--- config.mk ---
export PLATFORM = sky130hd
export DESIGN_NAME = dma_pack_gen
export DESIGN_NICKNAME = d
export VERILOG_FILES = /design/src/rtl/dma_pack_gen.sv
export SDC_FILE = /design/constraint.sdc
export NUM_CORES = 1
export LEC_CHECK = 0
export ABC_CLOCK_PERIOD_IN_PS = 5120
export BUFFER_PORTS_ARGS = -buffer_cell sky130_fd_sc_hd__buf_2
export CORE_ASPECT_RATIO = 0.8
export CORE_MARGIN = 4
export CORE_UTILIZATION = 25
export DETAILED_ROUTE_END_ITERATION = 8
export PLACE_DENSITY_LB_ADDON = 0.25
export SYNTH_ARGS = -nofsm -noshare
export SYNTH_HDL_FRONTEND = slang
export SYNTH_SLANG_ARGS = --single-unit
--- constraint.sdc ---
create_clock -name clk -period 5.12 [get_ports clk]
set_clock_uncertainty 0.05 [all_clocks]
set_input_delay 0.768 -clock clk [delete_from_list [all_inputs] [get_ports clk]]
set_output_delay 0.768 -clock clk [all_outputs]
set_load 0.01 [all_outputs]
--- src/rtl/dma_pack_gen.sv ---
// dma_pack_gen
// Packs IN_W-bit DMA beats into OUT_W-bit buffer words and writes them to
// consecutive buffer addresses starting at base_addr.
//
// Ports
//   clk, rst        : rising-edge clock, synchronous active-high reset
//   start           : one-cycle pulse that begins a transfer (IDLE only)
//   base_addr       : first write address, latched on an accepted start
//   in_valid/in_ready/in_data/in_last : DMA beat stream (valid/ready)
//   buf_we/buf_ready/buf_waddr/buf_wdata : buffer write port (valid/ready)
//   busy            : transfer in progress (PACK or DRAIN)
//   done            : one-cycle pulse after the final write completes
//   words_written   : saturating count of completed writes this transfer
//   err_wrap        : sticky, write address wrapped inside a transfer
module dma_pack_gen #(
  parameter int IN_W   = 64,
  parameter int OUT_W  = 112,
  parameter int ADDR_W = 7
) (
  input  logic              clk,
  input  logic              rst,
  input  logic              start,
  input  logic [ADDR_W-1:0] base_addr,
  input  logic              in_valid,
  output logic              in_ready,
  input  logic [IN_W-1:0]   in_data,
  input  logic              in_last,
  output logic              buf_we,
  input  logic              buf_ready,
  output logic [ADDR_W-1:0] buf_waddr,
  output logic [OUT_W-1:0]  buf_wdata,
  output logic              busy,
  output logic              done,
  output logic [ADDR_W:0]   words_written,
  output logic              err_wrap
);

  localparam int BEATS  = (OUT_W + IN_W - 1) / IN_W;
  localparam int ASM_W  = BEATS * IN_W;
  localparam int BIDX_W = (BEATS > 1) ? $clog2(BEATS) : 1;

  localparam logic [1:0] ST_IDLE  = 2'd0;
  localparam logic [1:0] ST_PACK  = 2'd1;
  localparam logic [1:0] ST_DRAIN = 2'd2;

  localparam logic [BIDX_W-1:0] LAST_IDX  = BIDX_W'(BEATS - 1);
  localparam logic [ADDR_W:0]   WORDS_MAX = {(ADDR_W+1){1'b1}};
  localparam logic [ADDR_W-1:0] ADDR_MAX  = {ADDR_W{1'b1}};

  logic [1:0]        state_q, state_d;
  logic [BIDX_W-1:0] beat_idx_q, beat_idx_d;
  logic [ASM_W-1:0]  asm_q, asm_d;
  logic              we_q, we_d;
  logic [ADDR_W-1:0] waddr_q, waddr_d;
  logic [OUT_W-1:0]  wdata_q, wdata_d;
  logic              last_q, last_d;     // word in the output register is the transfer's final one
  logic [ADDR_W:0]   words_q, words_d;
  logic              err_q, err_d;
  logic              done_q, done_d;

  logic              beat_fire_s;
  logic              write_fire_s;
  logic              word_done_s;
  logic [ASM_W-1:0]  asm_ins_s;

  assign in_ready     = (state_q == ST_PACK) && (!we_q || buf_ready);
  assign beat_fire_s  = in_valid && in_ready;
  assign write_fire_s = we_q && buf_ready;
  // A word closes on its last beat slot, or early on in_last (partial flush).
  assign word_done_s  = (beat_idx_q == LAST_IDX) || in_last;

  assign buf_we        = we_q;
  assign buf_waddr     = waddr_q;
  assign buf_wdata     = wdata_q;
  assign busy          = (state_q == ST_PACK) || (state_q == ST_DRAIN);
  assign done          = done_q;
  assign words_written = words_q;
  assign err_wrap      = err_q;

  // Assembly register with the incoming beat dropped into its slot.
  always_comb begin
    asm_ins_s = asm_q;
    for (int k = 0; k < BEATS; k++) begin
      if (beat_idx_q == BIDX_W'(k)) begin
        asm_ins_s[k*IN_W +: IN_W] = in_data;
      end else begin
        asm_ins_s[k*IN_W +: IN_W] = asm_q[k*IN_W +: IN_W];
      end
    end
  end

  // Next-state logic for the FSM, packer and write port.
  always_comb begin
    state_d    = state_q;
    beat_idx_d = beat_idx_q;
    asm_d      = asm_q;
    we_d       = we_q;
    waddr_d    = waddr_q;
    wdata_d    = wdata_q;
    last_d     = last_q;
    words_d    = words_q;
    err_d      = err_q;
    done_d     = 1'b0;

    case (state_q)
      ST_IDLE: begin
        if (start) begin
          state_d    = ST_PACK;
          waddr_d    = base_addr;
          beat_idx_d = '0;
          asm_d      = '0;
          words_d    = '0;
          err_d      = 1'b0;
          last_d     = 1'b0;
        end else begin
          state_d = ST_IDLE;
        end
      end
      ST_PACK: begin
        if (beat_fire_s && in_last) begin
          state_d = ST_DRAIN;
        end else begin
          state_d = ST_PACK;
        end
      end
      ST_DRAIN: begin
        if (write_fire_s && last_q) begin
          state_d = ST_IDLE;
        end else begin
          state_d = ST_DRAIN;
        end
      end
      default: begin
        state_d = ST_IDLE;
      end
    endcase

    // Retire the word currently on the write port.
    if (write_fire_s) begin
      we_d    = 1'b0;
      waddr_d = waddr_q + ADDR_W'(1);
      // Stepping past the top address after the final write is not a wrap
      // inside the transfer, since nothing more is written.
      if ((waddr_q == ADDR_MAX) && !last_q) begin
        err_d = 1'b1;
      end else begin
        err_d = err_q;
      end
      if (words_q != WORDS_MAX) begin
        words_d = words_q + (ADDR_W+1)'(1);
      end else begin
        words_d = words_q;
      end
      if (last_q) begin
        done_d = 1'b1;
      end else begin
        done_d = 1'b0;
      end
    end else begin
      done_d = 1'b0;
    end

    // Accept a beat; a closing beat may reload the port in the same cycle
    // the previous word retires, since in_ready already guarantees room.
    if (beat_fire_s) begin
      if (word_done_s) begin
        we_d       = 1'b1;
        wdata_d    = asm_ins_s[OUT_W-1:0];
        last_d     = in_last;
        asm_d      = '0;      // unreceived slots of the next word read as zero
        beat_idx_d = '0;
      end else begin
        asm_d      = asm_ins_s;
        beat_idx_d = beat_idx_q + BIDX_W'(1);
      end
    end else begin
      asm_d = asm_d;
    end
  end

  // State registers with synchronous reset.
  always_ff @(posedge clk) begin
    if (rst) begin
      state_q    <= ST_IDLE;
      beat_idx_q <= '0;
      asm_q      <= '0;
      we_q       <= 1'b0;
      waddr_q    <= '0;
      wdata_q    <= '0;
      last_q     <= 1'b0;
      words_q    <= '0;
      err_q      <= 1'b0;
      done_q     <= 1'b0;
    end else begin
      state_q    <= state_d;
      beat_idx_q <= beat_idx_d;
      asm_q      <= asm_d;
      we_q       <= we_d;
      waddr_q    <= waddr_d;
      wdata_q    <= wdata_d;
      last_q     <= last_d;
      words_q    <= words_d;
      err_q      <= err_d;
      done_q     <= done_d;
    end
  end

endmodule

==> reports/metrics.csv <==
metric,value,unit
cell at the root of the clock tree,clkbuf_16,
Critical-path top delay cell,nor2b_4,
die width,227.1,um
worst path bufs/invs,1,
largest area contributor in the netlist,dfxtp_1,
main area contributors after synthesis,"dfxtp_1 (51%), mux2i_1 (12%), a211oi_2 (6.5%)",
dominant delay contributor by cell family on the critical path,simple AND/OR/NAND/NOR gates,
number of buffers created by CTS,28,
largest fanout of any net on the critical path,38,
worst stage delay on the critical path,0.99,ns
number of port buffers,208,
RSZ-0062 raised after global routing,no,
Crit. End Element,register,
cells along the critical path,inv_1 -> ha_1 -> and4_4 -> nor2b_4 -> a22o_1,
Static Leak,4.428,nW
most frequent standard cell in the layout excluding fill and tap cells,dfxtp_1,
HPWL Detailed,16.02,mm
number of different library cells in the post-synthesis netlist,45,
mapped cell area,0.009597,sq mm
worst max-slew margin expressed relative to the limit,19.83,%
startpoint-to-endpoint class of the critical path,reg2reg,
top-area cell type share of the netlist area,51.32,%
Post-synth ARST share,0,%
number of core rows,63,
number of pins exceeding their max-slew limit in the final report,0,
kind of launch point of the worst setup path,register,
synthesized instance count,904,
global placer's final weighted congestion,0.7798,
instance area after placement,0.01090,sq mm
tightest hold margin,0.4052,ns
post-DR wirelength/cell,16.13,um
clock latency on the worst-skew pair,0.54,ns
Hold Crit Class,reg2reg,
synthesized area per cell,10.62,sq um
number of clock sinks seen by CTS,246,
maximum clock frequency,370.1,MHz
routed wire length,25.46,mm
Resize count post-CTS,0,
# H-tree levels,1,
GR Overflow Total,0,
synthesis-to-layout area growth,23.26,%
wire length of the first global-routing pass,39.99,mm
routed via count,7175,
number of failing setup endpoints in the final timing report,0,
Die Y,183.2,um
number of antenna violations at the first check in global routing,1,
"commonest cells after routing, fill and taps aside","dfxtp_1 (245), buf_2 (207), nor2_1 (152)",
number of antenna repair diodes,0,
Vias per Instance,4.544,
fraction of the yosys area taken by sequential cells,51.32,%
Bufs on Longest Clock Path,3,
net count after synthesis,987,
largest net degree at the start of global routing,225,
initial core utilization,25.63,%
proportion of layout cells with a drive suffix above 1,28.66,%
part of the cycle the worst path needs,52.77,%
synthesis warning total,0,
global router's overall resource usage,11.75,%
outcome,finished clean,
"EDFF count, synth",0,
"number of standard cells in the layout, taps in and fillers out",1579,
post-route ant nets,0,
hold-fix buffer count after cts,0,
CTS tree,built,
Post-Place Cells,1528,
full die area,0.04160,sq mm
minimum clock period,2.702,ns
via count of the first global-routing pass,6988,
Critical Path AT,3.13,ns
post-route design area,0.01183,sq mm
WP data required,5.55,ns
aggregate negative setup slack,0,ns
predominant post-synthesis flop cell,dfxtp_1,
io pins,209,
actual slew at the worst max-slew pin,1.203,ns
count of unresolved DRC violations after routing,0,
final count of hold timing violations,0,
#FFs+latches synth,246,
clock slew at the register clock pins of the worst setup and hold paths,0.06,ns
NumNets Final,1154,
total setup buffers inserted after CTS,0,
initial DRC count,260,
core outline area,0.03744,sq mm
power density cells,374.5,mW/mm^2
length of the first detailed-routing pass in iterations,4,
total of max-cap violations,0,
highest ir drop seen on vdd,0.1997,mV
==> worst paths after layout <==
kind | cells past startpoint | slack (ns) | to | startpoint
max | 5 | 2.42 | asm_q[7]$_SDFFE_PP0P_ | state_q[1]$_SDFF_PP0_
max reg2reg | 5 | 2.42 | asm_q[7]$_SDFFE_PP0P_ | state_q[1]$_SDFF_PP0_
min | 1 | 0.41 | asm_q[79]$_SDFFE_PP0P_ | asm_q[79]$_SDFFE_PP0P_
min reg2reg | 1 | 0.41 | asm_q[79]$_SDFFE_PP0P_ | asm_q[79]$_SDFFE_PP0P_
==> synthesized netlist by cell type (all sizes together) (2+ instances only) <==
library cell,number
nor2,152
dfxtp,246
a22oi,29
and3,3
and2,52
nand4,4
o21a,3
inv,3
nor3b,3
mux2i,113
nor3,2
nand2,13
nand3,6
ha,6
o21ai,5
a211oi,114
clkbuf,26
a311oi,2
a221oi,2
buf,50
a31oi,6
a21oi,8
a22o,39
==> registers in the layout, indices dropped and copies added, names as in the netlist <==
register       flops
asm_q            112
beat_idx_q         1
buf_waddr          7
buf_wdata        112
buf_we             1
done               1
err_wrap           1
last_q             1
state_q            2
words_written      8
==> stage by stage <==
step | utilization, % | power [W] | worst slack (ns)
5_1_grt | 31.59 | 0.004650 | 2.219
6_report | 31.59 | 0.004430 | 2.418
3_3_place_gp | 29.11 | 0.002456 | 2.159
3_5_place_dp | 29.11 | 0.002461 | 2.094
4_1_cts | 31.59 | 0.004529 | 2.393
2_1_floorplan | - | 0.002307 | 3.154
==> kinds of logic (layout without fill, tap and decap cells) <==
group / count (synthesis) / after routing / synth area share (%)
compound gates: 214 / 214 / 19.54
xor+xnor: 1 / 1 / 0.09128
fa+ha+maj: 6 / 6 / 0.7822
buf+inv: 79 / 267 / 4.563
flops: 246 / 246 / 51.32
mux: 113 / 113 / 11.79
simple gates: 245 / 245 / 11.92
==> area by class of cell <==
type | instances | area (sq um)
clock inverters | 7 | 96.34
fillers | 3879 | 25610
flip-flops and latches | 246 | 4928
multi-input cells | 579 | 4254
well taps | 487 | 609.3
inverters | 3 | 11.26
repair buffers | 213 | 1097
clock buffers | 44 | 832.0
==> routing by layer <==
| layer | GRT usage, % | up-vias | part of all wire [%] |
|---|---|---|---|
| met3 | 2.880 | 35 | 5.2 |
| met4 | 2.734 | 2 | 1.9 |
| met5 | 0 | - | 0.079 |
| met1 | 16.80 | 3386 | 50 |
| li1 | - | 3604 | - |
| met2 | 17.96 | 148 | 43 |
==> power by group <==
part | switching [W] | internal (W)
logic | 0.000245 | 0.000152
registers | 0.0000400 | 0.00197
clock network | 0.000804 | 0.00121
total | 0.00109 | 0.00334
Note: power is estimated with default switching activity, not from simulation.
